$ cat config.mk
export PLATFORM = sky130hd
export DESIGN_NAME = keypad_matrix_scanner
export DESIGN_NICKNAME = d
export VERILOG_FILES = /design/src/rtl/keypad_matrix_scanner.sv
export SDC_FILE = /design/constraint.sdc
export NUM_CORES = 1
export LEC_CHECK = 0
export ABC_AREA = 1
export CORE_UTILIZATION = 60
export CTS_CLUSTER_SIZE = 14
export DETAILED_ROUTE_END_ITERATION = 8
export PLACE_DENSITY = 0.93
export SETUP_SLACK_MARGIN = 0.5
export SLEW_MARGIN = 20
export SYNTH_ARGS = -nofsm -noshare
export SYNTH_HDL_FRONTEND = slang
export SYNTH_SLANG_ARGS = --single-unit
export TNS_END_PERCENT = 100
$ cat constraint.sdc
create_clock -name clk -period 3.45 [get_ports clk]
set_clock_uncertainty 0.1 [all_clocks]
set_input_delay 0.5175 -clock clk [delete_from_list [all_inputs] [get_ports clk]]
set_output_delay 0.5175 -clock clk [all_outputs]
set_load 0.02 [all_outputs]
$ cat src/rtl/keypad_matrix_scanner.sv
// 4x4 keypad matrix scanner: rotating active-low column strobe with debounced
// single-key press detection, a one-cycle press pulse and a held flag.
module keypad_matrix_scanner #(
  parameter int unsigned SCAN_DIV     = 1000,
  parameter int unsigned DEBOUNCE_CNT = 4
) (
  input  logic       clk,
  input  logic       rst,
  input  logic [3:0] key_row,
  output logic [3:0] key_col,
  output logic [3:0] key_code,
  output logic       key_valid,
  output logic       key_held
);

  localparam int unsigned SLOT_W = $clog2(SCAN_DIV);
  localparam int unsigned DB_W   = $clog2(DEBOUNCE_CNT + 1);
  localparam logic [SLOT_W-1:0] SLOT_LAST = SLOT_W'(SCAN_DIV - 1);
  localparam logic [SLOT_W-1:0] SLOT_ONE  = SLOT_W'(1);
  localparam logic [DB_W-1:0]   DB_TARGET = DB_W'(DEBOUNCE_CNT);
  localparam logic [DB_W-1:0]   DB_ONE    = DB_W'(1);

  typedef enum logic [1:0] {SCAN, DEBOUNCE, HOLD, RELEASE} state_t;

  state_t            state;
  logic [3:0]        row_m;
  logic [3:0]        row_s;
  logic [3:0]        cap_row;
  logic [SLOT_W-1:0] slot_cnt;
  logic [DB_W-1:0]   stable_cnt;
  logic [DB_W-1:0]   rel_cnt;
  logic [1:0]        col_idx;

  logic              sample;
  logic              one_low;
  logic [1:0]        row_idx;
  logic [1:0]        col_nxt;

  // Row decode: only a pattern with exactly one low line is a key; ghosted
  // multi-low patterns fall through to the default and read as no key.
  always_comb begin
    one_low = 1'b0;
    row_idx = 2'd0;
    case (row_s)
      4'b1110: begin one_low = 1'b1; row_idx = 2'd0; end
      4'b1101: begin one_low = 1'b1; row_idx = 2'd1; end
      4'b1011: begin one_low = 1'b1; row_idx = 2'd2; end
      4'b0111: begin one_low = 1'b1; row_idx = 2'd3; end
      default: begin one_low = 1'b0; row_idx = 2'd0; end
    endcase
  end

  assign sample  = (slot_cnt == SLOT_LAST);
  assign col_nxt = col_idx + 2'd1;

  always_ff @(posedge clk or posedge rst) begin
    if (rst) begin
      row_m      <= 4'hF;
      row_s      <= 4'hF;
      cap_row    <= 4'hF;
      slot_cnt   <= '0;
      stable_cnt <= '0;
      rel_cnt    <= '0;
      col_idx    <= 2'd0;
      state      <= SCAN;
      key_col    <= 4'b1110;
      key_code   <= 4'h0;
      key_valid  <= 1'b0;
      key_held   <= 1'b0;
    end else begin
      row_m     <= key_row;
      row_s     <= row_m;
      key_valid <= 1'b0;
      slot_cnt  <= sample ? '0 : slot_cnt + SLOT_ONE;
      if (sample) begin
        case (state)
          SCAN: begin
            if (one_low) begin
              cap_row <= row_s;
              if (DB_TARGET == DB_ONE) begin
                key_code   <= {col_idx, row_idx};
                key_valid  <= 1'b1;
                key_held   <= 1'b1;
                stable_cnt <= '0;
                state      <= HOLD;
              end else begin
                stable_cnt <= DB_ONE;
                state      <= DEBOUNCE;
              end
            end else begin
              col_idx <= col_nxt;
              key_col <= ~(4'b0001 << col_nxt);
            end
          end
          DEBOUNCE: begin
            // Column is frozen here, so {col_idx,row_idx} equals the captured code.
            if (row_s == cap_row) begin
              if (stable_cnt + DB_ONE == DB_TARGET) begin
                key_code   <= {col_idx, row_idx};
                key_valid  <= 1'b1;
                key_held   <= 1'b1;
                stable_cnt <= '0;
                state      <= HOLD;
              end else begin
                stable_cnt <= stable_cnt + DB_ONE;
              end
            end else begin
              stable_cnt <= '0;
              col_idx    <= col_nxt;
              key_col    <= ~(4'b0001 << col_nxt);
              state      <= SCAN;
            end
          end
          HOLD: begin
            if (row_s == 4'hF) begin
              if (DB_TARGET == DB_ONE) begin
                key_held <= 1'b0;
                rel_cnt  <= '0;
                col_idx  <= col_nxt;
                key_col  <= ~(4'b0001 << col_nxt);
                state    <= SCAN;
              end else begin
                rel_cnt <= DB_ONE;
                state   <= RELEASE;
              end
            end
          end
          RELEASE: begin
            if (row_s == 4'hF) begin
              if (rel_cnt + DB_ONE == DB_TARGET) begin
                key_held <= 1'b0;
                rel_cnt  <= '0;
                col_idx  <= col_nxt;
                key_col  <= ~(4'b0001 << col_nxt);
                state    <= SCAN;
              end else begin
                rel_cnt <= rel_cnt + DB_ONE;
              end
            end else begin
              rel_cnt <= '0;
              state   <= HOLD;
            end
          end
          default: state <= SCAN;
        endcase
      end
    end
  end

endmodule

### After elaboration in Yosys (flattened, before gate mapping)

Cells that the tools add are included.

| word-level totals | value |
|---|---|
| bits of input ports | 6 |
| output and inout bits | 10 |
| word-level logic and storage cells | 90 |
| register bits after elaboration | 42 |

| operators by class | value |
|---|---|
| multiplexer cells | 37 |
| reductions and logical operators | 13 |
| eq/ne operators | 22 |
| shifts and indexed selects | 1 |
| bitwise logic cells | 1 |
| add/sub/neg operators | 4 |

Operators by type and width:

| cell | number |
|---|---|
| 2-to-1 mux 2 bit | 10 |
| 2-to-1 mux 3 bit | 6 |
| == test 4 bit, second input constant | 4 |
| 2-to-1 mux 4 bit | 4 |
| != test 2 bit, second input constant | 8 |
| case mux 2 bit (3 select lines) | 2 |
| case mux 3 bit (2 select lines) | 2 |
| case mux 4 bit (3 select lines) | 1 |
| AND reduction 6 bit | 2 |
| adder 10 x 1 -> 10 bit, second input constant | 1 |
| == test 10 bit, second input constant | 1 |
| 2-to-1 mux 10 bit | 1 |
| 2-to-1 mux 1 bit | 9 |
| AND reduction 3 bit | 3 |
| case mux 2 bit (4 select lines) | 1 |
| adder 3 x 1 -> 3 bit, second input constant | 2 |
| == test 3 bit, second input constant | 2 |
| != test 3 bit, second input constant | 2 |
| nonzero test 2 bit | 3 |
| AND reduction 5 bit | 1 |
| == test 2 bit, second input constant | 2 |
| == test 4 x 3 -> 1 bit, second input constant | 1 |
| == test 4 bit | 1 |
| NOT 4 bit | 1 |
| other kinds (8) | 8 |

### Logic depth before layout (Yosys ltp)

| depth | value |
|---|---|
| depth after elaboration | 6 |
| mapped depth | 10 |
| mapped depth without buffers | 10 |

### Worst setup path before layout

OpenSTA, ideal clock, no wires.

| timing | value |
|---|---|
| path type | reg2reg |
| start | register row_s[1] |
| end | register key_code[1] |
| data required time | 3.227 ns |
| cell stages (with the launch flop) | 10 |
| arrival time | 1.287 ns |
| setup time | 0.123 ns |
| path buffers | 0 |
| slack | 1.941 ns |
| period minus slack after synthesis | 1.509 ns |
| cell sequence | dfstp_2 > inv_2 > nand2_1 > nand2_1 > nor2_1 > nand2_2 > nor2_4 > nand3_4 > nand2_1 > o21ai_1 |

| on the way | value |
|---|---|
| longest elaborated chain between the ends | 2 |
| elaborated cells on any way between the ends | 6 |
| those cells by class | 4 x eq/ne; 1 x mux; 1 x reduce/logical |

Ends and longest elaborated chain:

| item | line | source |
|---|---|---|
| from (decl) | 27 | `logic [3:0] row_s;` |
| from (signal assigned) | 72 | `row_s <= row_m;` |
| == test 4 x 3 -> 1 bit, or another cell as far along | 44 | `case (row_s)` |
| case mux 2 bit (3 select lines) / AND reduction 4 bit (equally long branches) | n/a |  |
| to (signal assigned) | 81 | `key_code <= {col_idx, row_idx};` |
| to (signal assigned) | 99 | `key_code <= {col_idx, row_idx};` |
| to (decl) | 11 | `output logic [3:0] key_code,` |

Parallel ways exist; a longest one is shown, timed or not.
A chain may end at the register's enable or synchronous reset.

### Final worst setup path

| timing | value |
|---|---|
| start | register key_col[1] |
| end | output port key_col[1] |

RTL lines:

| item | line | source |
|---|---|---|
| from (decl) | 10 | `output logic [3:0] key_col,` |
| from (signal assigned) | 92 | `key_col <= ~(4'b0001 << col_nxt);` |
| from (signal assigned) | 110 | `key_col <= ~(4'b0001 << col_nxt);` |
| from (signal assigned) | 120 | `key_col <= ~(4'b0001 << col_nxt);` |

No word-level cell between the ends.

==> results.cfg <==
[grt]
grt_max_degree = 23
grt_remaining_overflow = 0
antenna_found_initial = 0
grt_use_total = 0.2447
grt_pass1_vias = 1631
grt_pass1_wl_um = 6582

[place]
port_buffers = 15
post-place-cells = 308
hpwl_um = 2908
gp_congestion = 0.7815

[pwr]
ir_worst_vdd_v = 0.0003080
seqPwrFrac = 0.606
intPower_mw = 0.6514
switching_share = 0.2186
power_frac_clock = 0.355
combPwrFrac = 0.039
leakage_nw = 1.168
p_switching_mw = 0.1822
power_density_nw_per_um2 = 343.9

[sta]
setup_tns_ps = 0
rsz0062_at_grt = no
worst_pin_slew_ps = 740.7
setup_viol = 0
fmax_ghz = 0.4674
slew_headroom = 0.5057
period_share = 0.6202
final-max-slew-violation-count = 0
fin_crit_ps = 2140
hold_viol = 0

[cts]
post_cts.repair.setup_buffers = 0
cts.clk_slew.worst_paths_ps = 120
clock_path_buffers = 2
clkSinkCount = 42
cts_tree = done
cts_buffers = 5
cts-root-buf = clkbuf_4
clkLatencyLatePin_ps = 370
holdBufCountCts = 0
htreeDepth = 2
cts_resized = 0

[job]
maxCapViolCount = 0

[yosys]
yosysMostFrequentCell = nand2_1
synth_area_leader_cell = dfrtp_1
synth_edf_count = 0
ys_ff_latch = 42
ys.warnings.count = 0
ys_seq_area_frac = 0.5024
synth_area_per_cell_um2 = 8.657
syn-cell-area_um2 = 2130
synth_ff_type = dfrtp_1
synth_area_leaders = dfrtp_1 (32%), dfstp_2 (19%), nand2_1 (11%), inv_1 (5.6%), ha_1 (5.3%)
synth_cell_type_count = 27
syn_nets = 261
synthArstFlopShare = 1.000
yosys.area.top_type_share = 0.3173
synthCells = 246
synth_common_cells = nand2_1 (65), inv_1 (32), dfrtp_1 (27)

[outcome]
status = complete, no violations

[die]
coreArea_um2 = 3363
ios = 16
die_x_um = 61.58
die_area_um2 = 3791
die_h_um = 61.58
rows = 21
initial_core_util = 0.6332

[worst_setup_path]
arrival_ps = 1520
cp.required_ps = 2830
endpoint_kind = output port
worst-path-max-fanout = 2
cpLargestDelayFamily = buffers and inverters
critical_path_class = register to output port
slowest_stage = clkdlybuf4s50_1
critPathLaunchType = register
slowest_delay_ps = 590
crit_path_cell_trace = clkdlybuf4s50_1
cp_num_buf_inv = 1

[final_layout]
n_antenna_cell = 0
num-nets-final = 284
drive_gt1_frac = 0.1704
fin_cells = 316
area_growth_pct = 13.81

[routing]
ant_nets = 0
wl_per_cell_um = 12.21
drt_iter0_drc = 86
drt_pass1_iterations = 4
via_per_inst = 5.165
drc = 0
vias = 1632
routed_wl_um = 3858

[hold_path]
hp-class = register to register
-- power groups by stage --
| stage | sequential [mW] | combinational (mW) | clock, mW |
|---|---|---|---|
| 2_1_floorplan | 0.513 | 0.0214 | 0 |
| 3_3_place_gp | 0.514 | 0.0323 | 0 |
| 3_5_place_dp | 0.514 | 0.0333 | 0 |
| 4_1_cts | 0.505 | 0.0331 | 0.300 |
| 5_1_grt | 0.506 | 0.0367 | 0.322 |
| 6_report | 0.505 | 0.0323 | 0.296 |
-- final cells by class --
| type | count | area (um^2) |
|---|---|---|
| Sequential cell | 42 | 1070 |
| Multi-Input combinational cell | 168 | 922.1 |
| Tap cell | 46 | 57.56 |
| Clock buffer | 8 | 78.83 |
| Fill cell | 252 | 939.7 |
| Timing Repair Buffer | 16 | 157.7 |
| Inverter | 36 | 137.6 |
-- placed cells by master, fill, tap and decap left out, types with 2 or more instances in the layout --
master | netlist | final
ha_1 | 9 | 9
nand3_4 | 2 | 2
clkdlybuf4s50_1 | 0 | 15
nor2_2 | 2 | 2
nand3_1 | 15 | 15
o21ai_1 | 4 | 4
o21ai_0 | 16 | 16
xor2_1 | 5 | 5
nor2_4 | 5 | 5
a21oi_1 | 4 | 4
nand4_1 | 2 | 2
inv_2 | 3 | 3
nor3_1 | 4 | 4
nand2_1 | 65 | 65
clkbuf_8 | 0 | 3
nand2_2 | 4 | 4
dfrtp_1 | 27 | 27
nor2_1 | 22 | 22
dfstp_2 | 15 | 15
inv_1 | 32 | 32
nand2_4 | 2 | 2
clkbuf_4 | 0 | 5
-- routing by layer --
metal	wire length [um]	global-route usage
met5	0	0
met4	92	0.1556
met3	125	0.05462
met2	2013	0.4132
met1	1626	0.2801
-- sequential cells by signal, summed over array words and instances, names as in the netlist --
| name | cells |
|---|---|
| slot_cnt | 10 |
| cap_row | 4 |
| key_code | 4 |
| key_col | 4 |
| row_m | 4 |
| row_s | 4 |
| rel_cnt | 3 |
| stable_cnt | 3 |
| col_idx | 2 |
| state | 2 |
| key_held | 1 |
| key_valid | 1 |
-- path summary, 6_finish.rpt --
| check | end | start | depth (start not counted) | slack (ps) |
|---|---|---|---|---|
| worst max-delay path | key_col[1] | key_col[1] | 1 | 1310 |
| worst min-delay path | row_s[3] | row_m[3] | 0 | 260 |
| worst max register to register | state[0] | row_s[3] | 7 | 1690 |
| worst min register to register | row_s[3] | row_m[3] | 0 | 260 |
| max in group asynchronous | key_col[3] | rst | 3 | 1970 |
| min in group asynchronous | stable_cnt[0] | rst | 2 | 460 |
-- per-stage QoR --
stage | setup WS, ps | hold WS [ps] | instance area (um^2) | util | power, mW
4_1_cts | 1310 | 263.6 | 2424 | 0.7206 | 0.8386
6_report | 1310 | 262.1 | 2424 | 0.7206 | 0.8336
3_5_place_dp | 1477 | 246.8 | 2345 | 0.6972 | 0.5471
5_1_grt | 1273 | 257.0 | 2424 | 0.7206 | 0.8652
3_3_place_gp | 1525 | 245.6 | 2345 | 0.6972 | 0.5461
2_1_floorplan | 1883 | 245.2 | 2130 | - | 0.5346
-- logic make-up after synthesis --
family	synth area share
flops	0.5024
fa+ha+maj	0.05288
compound gates	0.07051
xor+xnor	0.02056
buf+inv	0.06463
simple gates	0.2891
Power figures use the tool's default switching activity.
